`src/rtl/sound_mixer_scheduler.sv`:
```
// Sample-rate mixer: snapshots four signed sources and gains on each tick,
// then runs a time-shared multiply-accumulate over the channels and clips the sum.
// Ports: clk, reset_n (async, active-low), enable, src0..src3 (signed 16),
//        vol (4x4-bit gains), sound_out (signed 16), sample_tick, sample_valid.
module sound_mixer_scheduler #(
    parameter int unsigned DIV = 896
) (
    input  logic        clk,
    input  logic        reset_n,
    input  logic        enable,
    input  logic [15:0] src0,
    input  logic [15:0] src1,
    input  logic [15:0] src2,
    input  logic [15:0] src3,
    input  logic [15:0] vol,
    output logic [15:0] sound_out,
    output logic        sample_tick,
    output logic        sample_valid
);

    typedef enum logic [2:0] {
        IDLE,
        ACC0,
        ACC1,
        ACC2,
        ACC3,
        CLIP
    } state_t;

    localparam logic [15:0] LAST = 16'(DIV - 1);

    state_t             state;
    logic        [15:0] cnt;
    logic signed [21:0] acc;
    logic        [15:0] snap_src [4];
    logic        [15:0] snap_vol;
    logic               snap_en;

    logic        [15:0] sel_src;
    logic        [3:0]  sel_vol;
    logic signed [20:0] src_ext;
    logic signed [20:0] vol_ext;
    logic signed [20:0] prod;
    logic signed [21:0] shifted;
    logic        [15:0] sat;

    assign sample_tick = (cnt == LAST);

    // Single shared multiplier, steered by the accumulate state.
    always_comb begin
        sel_src = '0;
        sel_vol = '0;
        unique case (state)
            ACC0: begin sel_src = snap_src[0]; sel_vol = snap_vol[3:0];   end
            ACC1: begin sel_src = snap_src[1]; sel_vol = snap_vol[7:4];   end
            ACC2: begin sel_src = snap_src[2]; sel_vol = snap_vol[11:8];  end
            ACC3: begin sel_src = snap_src[3]; sel_vol = snap_vol[15:12]; end
            default: ;
        endcase
    end

    // Gain is unsigned: zero-extend it so the product stays signed.
    assign src_ext = 21'($signed(sel_src));
    assign vol_ext = $signed({17'd0, sel_vol});
    assign prod    = src_ext * vol_ext;

    // Floor divide by 16, then clamp into the 16-bit signed range.
    always_comb begin
        shifted = acc >>> 4;
        if (shifted > 22'sd32767)
            sat = 16'h7FFF;
        else if (shifted < -22'sd32768)
            sat = 16'h8000;
        else
            sat = shifted[15:0];
    end

    always_ff @(posedge clk or negedge reset_n) begin
        if (!reset_n) begin
            state        <= IDLE;
            cnt          <= '0;
            acc          <= '0;
            snap_vol     <= '0;
            snap_en      <= 1'b0;
            sound_out    <= '0;
            sample_valid <= 1'b0;
            for (int i = 0; i < 4; i++)
                snap_src[i] <= '0;
        end else begin
            cnt          <= sample_tick ? '0 : cnt + 16'd1;
            sample_valid <= 1'b0;
            unique case (state)
                IDLE: begin
                    if (sample_tick) begin
                        snap_src[0] <= src0;
                        snap_src[1] <= src1;
                        snap_src[2] <= src2;
                        snap_src[3] <= src3;
                        snap_vol    <= vol;
                        snap_en     <= enable;
                        acc         <= '0;
                        state       <= ACC0;
                    end
                end
                ACC0: begin
                    acc   <= acc + 22'(prod);
                    state <= ACC1;
                end
                ACC1: begin
                    acc   <= acc + 22'(prod);
                    state <= ACC2;
                end
                ACC2: begin
                    acc   <= acc + 22'(prod);
                    state <= ACC3;
                end
                ACC3: begin
                    acc   <= acc + 22'(prod);
                    state <= CLIP;
                end
                CLIP: begin
                    sound_out    <= snap_en ? sat : 16'h0000;
                    sample_valid <= 1'b1;
                    state        <= IDLE;
                end
                default: state <= IDLE;
            endcase
        end
    end

endmodule
```
`config.mk`:
```
export PLATFORM = sky130hd
export DESIGN_NAME = sound_mixer_scheduler
export DESIGN_NICKNAME = d
export VERILOG_FILES = /design/src/rtl/sound_mixer_scheduler.sv
export SDC_FILE = /design/constraint.sdc
export NUM_CORES = 1
export LEC_CHECK = 0
export ABC_AREA = 1
export CAP_MARGIN = 10
export CORE_UTILIZATION = 58
export CTS_CLUSTER_SIZE = 8
export DETAILED_ROUTE_END_ITERATION = 10
export HOLD_SLACK_MARGIN = 0.06
export PLACE_DENSITY = 0.79
export SYNTH_ARGS = -nofsm -noshare
export SYNTH_HDL_FRONTEND = slang
export SYNTH_SLANG_ARGS = --single-unit
export TNS_END_PERCENT = 5
```
`constraint.sdc`:
```
create_clock -name clk -period 5.7 [get_ports clk]
set_input_delay 1.14 -clock clk [delete_from_list [all_inputs] [get_ports clk]]
set_output_delay 1.14 -clock clk [all_outputs]
set_load 0.02 [all_outputs]
```
==> results.py <==
metrics = {
    "global_route": {
        "grt_pass1_vias": 7773,
        "grt_pass1_wl_um": 39100,
        "gr-total-overflow": 0,
        "antenna_found_initial": 0,
        "grt_start_max_net_pins": 103,
        "grt_use_total_pct": 30.50,
    },
    "detailed_routing": {
        "remaining_drc_errors": 0,
        "detail_route.wl_per_cell_um": 15.74,
        "via_count": 8133,
        "drt-initial-drc-count": 538,
        "antenna_left": 0,
        "drtPass1Iterations": 5,
        "via_per_inst": 5.365,
        "routed_wl_um": 23860,
    },
    "power_and_ir_drop": {
        "p_seq_share_pct": 45.0,
        "power_frac_clock_pct": 51.4,
        "intPower_mw": 1.663,
        "p_sw_share_pct": 24.09,
        "p_total_mw": 2.190,
        "ir_drop_uv": 201.6,
        "pwr-share-comb_pct": 3.6,
        "powerDensity_nw_per_um2": 195.5,
        "p_sw_uw": 527.5,
        "power_leakage_nw": 5.550,
    },
    "final_layout": {
        "final_cells": 1516,
        "syn2layout_area_growth_pct": 17.96,
        "drive_gt1_share_pct": 5.692,
        "num-fill-cells": 1290,
        "antenna_cells": 0,
        "fin_nets": 1469,
        "final_cell_mix": "nand2_1, inv_1, nand3_1",
        "final_common_cell": "nand2_1",
    },
    "floorplan": {
        "start_util_pct": 59.56,
        "die_y_um": 130.0,
        "core_um2": 15940,
        "dieArea_um2": 16890,
        "io_pins": 101,
        "num_rows": 46,
        "die_x_um": 130.0,
    },
    "cts": {
        "cts_resized": 0,
        "cts.sinks": 139,
        "clkTransAtPathRegs_ns": 0.07,
        "tritoncts": "done",
        "post_cts_buffers": 0,
        "cts-root-buf": "clkbuf_16",
        "cts_buffers": 17,
        "hold_buffers": 0,
        "cts_buffer_depth": 2,
        "htree_levels": 4,
        "insertion_delay_ns": 0.44,
    },
    "synthesis": {
        "synth_area_um2": 9495,
        "synth-edff-count": 0,
        "syn_inst": 1209,
        "synth_area_leaders": "dfrtp_1, nand2_1, fa_1",
        "seq_area_frac_synth_pct": 36.63,
        "synth_ff_type": "dfrtp_1",
        "avgSynthCellArea_um2": 7.854,
        "yosys.area.top_type_share_pct": 36.63,
        "ys_seq_elements": 139,
        "ys_warn_count": 0,
        "synth_largest_area_cell": "dfrtp_1",
        "synth_cell_type_count": 37,
        "synthArstFlopShare_pct": 100.0,
        "synthesis.nets": 1391,
    },
    "timing": {
        "fin_crit_ns": 5.099,
        "clock.fmax_ghz": 0.1961,
        "hold_viol": 0,
        "whs_ns": 0.4651,
        "tightest_slew_ns": 1.196,
        "finalSetupViolCount": 0,
        "clock_skew_ns": 0.01132,
        "maxSlewHeadroom_pct": 20.26,
        "slew_violations": 0,
        "rsz0062_at_grt": "false",
        "fin_crit_sh_pct": 89.46,
        "fin_tns_setup_ns": 0,
    },
    "critical_path": {
        "cp_max_fo": 16,
        "worstSetupStartpointType": "flop",
        "critical_path_buf_inv_count": 6,
        "reg2reg_from": "state[1]$_DFFE_PN0P_",
        "r2r_slack_ns": 0.60,
        "r2r-end": "acc[18]$_DFFE_PN0P_",
        "max_stage_delay_ns": 0.57,
        "worstPathArrival_ns": 5.42,
        "cp_slowest_cell": "dfrtp_1",
        "cp_cell_sequence": "inv_1 -> nor3_2 -> buf_4 -> a22o_1 -> nor2_1 -> inv_1 -> o21ai_0 -> fa_1 -> inv_1 -> ha_1 -> ha_1 -> ha_1 -> inv_1 -> fa_1 -> inv_1 -> nand3_1 -> nand3_1 -> nand2_1 -> nand2_1 -> nand3_1 -> nand2_1 -> nand2_1 -> nand3_1 -> nand2_1",
        "critical_path_class": "reg2reg",
        "end_kind": "flop",
        "ff2ff_path_depth": 24,
        "crit_family": "adder cells",
        "critPathRequiredTime_ns": 6.02,
    },
    "run_status": {
        "status": "finished clean",
    },
    "placed_design": {
        "dp_hpwl_um": 17760,
        "gp_congestion": 0.9246,
        "dp_cells": 1484,
        "io_buffers": 100,
    },
    "hold_path": {
        "whs_endpoint": "cnt[0]$_DFF_PN0_",
        "min_path_cells": 1,
        "hp-class": "reg2reg",
        "hold_start": "cnt[0]$_DFF_PN0_",
    },
    "flow_run": {
        "maxCapViolations": 0,
    },
}
## cell families (layout without fill, tap and decap cells)
logic type      after synthesis  count (layout)  synth area share [%]
compound gates              111             111                 7.643
flops                       139             139                 36.63
simple gates                622             622                 27.76
buf+inv                     229             320                 9.817
fa+ha+maj                    99              99                 17.31
xor+xnor                      9               9                0.8302
## layer usage
layer | vias to the layer above | share of wire (%) | global-route usage [%]
li1 | 3963 | - | -
met1 | 3886 | 46 | 42.36
met2 | 246 | 47 | 48.10
met3 | 38 | 5.0 | 6.150
met4 | 0 | 2.3 | 10.05
met5 | - | 0 | 0
## cells in the mapped netlist (2+ instances only)
library cell  number
a21oi_1           32
a221oi_1           3
a221oi_2          11
a22o_1             4
a32o_1             4
and2_1             2
buf_2             37
buf_4              7
clkbuf_1           7
dfrtp_1          139
fa_1              54
ha_1              45
inv_1            172
inv_2              5
nand2_1          332
nand3_1          152
nand3b_1           5
nand4_1            5
nor2_1           106
nor2_2             6
nor3_1             4
nor3_2             2
nor4_1             2
o21ai_0           30
o21ai_1           21
o21bai_1           2
or2_1              2
or2_2              2
xor2_1             8
## how the worst max path moves through the flow
stage                          from                   to  slack, ns  depth (start not counted)
2_1_floorplan  state[1]$_DFFE_PN0P_  acc[21]$_DFFE_PN0P_       1.13                         23
3_3_place_gp   state[1]$_DFFE_PN0P_  acc[18]$_DFFE_PN0P_       0.83                         24
3_5_place_dp   state[1]$_DFFE_PN0P_  acc[18]$_DFFE_PN0P_       0.67                         24
4_1_cts        state[1]$_DFFE_PN0P_  acc[18]$_DFFE_PN0P_       0.62                         24
5_1_grt        state[1]$_DFFE_PN0P_  acc[18]$_DFFE_PN0P_       0.27                         24
6_report       state[1]$_DFFE_PN0P_  acc[18]$_DFFE_PN0P_       0.60                         24
## cell type report
type	count	area [um^2]	area share [%]
inverters	177	664.4	5.932
flip-flops and latches	139	3478	31.05
clock inverters	15	172.7	1.542
multi-input cells	841	5105	45.58
clock buffers	17	425.4	3.798
well taps	216	270.3	2.413
repair buffers	111	1085	9.685
## sequential cells by signal, summed over array words and instances, names as in the netlist
| register | count |
|---|---|
| snap_src | 64 |
| acc | 22 |
| cnt | 16 |
| snap_vol | 16 |
| sound_out | 16 |
| state | 3 |
| sample_valid | 1 |
| snap_en | 1 |
## worst register-to-register path, stage by stage (launching register included)
cell,delay (ns)
dfrtp_1,0.57
inv_1,0.11
nor3_2,0.43
buf_4,0.36
a22o_1,0.18
nor2_1,0.09
inv_1,0.15
o21ai_0,0.24
fa_1,0.57
inv_1,0.04
ha_1,0.28
ha_1,0.29
ha_1,0.27
inv_1,0.09
fa_1,0.36
inv_1,0.13
nand3_1,0.08
nand3_1,0.13
nand2_1,0.09
nand2_1,0.14
nand3_1,0.12
nand2_1,0.07
nand2_1,0.05
nand3_1,0.09
nand2_1,0.06
## stage by stage
stage,setup WS [ns],util [%],instance area (um^2)
floorplan,1.129,-,9495
global placement,0.8336,66.50,10600
detailed placement,0.6731,66.50,10600
CTS,0.6188,70.26,11200
global route,0.2722,70.26,11200
finish,0.6007,70.26,11200
## power groups by stage
stage | Combinational, mW | Sequential [mW] | Clock (mW)
3_5_place_dp | 0.0794 | 1.00 | 0
6_report | 0.0788 | 0.986 | 1.13
3_3_place_gp | 0.0793 | 1.00 | 0
5_1_grt | 0.0858 | 0.986 | 1.18
2_1_floorplan | 0.000292 | 1.01 | 0
4_1_cts | 0.0797 | 0.986 | 1.14
(Power assumes the default switching activity.)
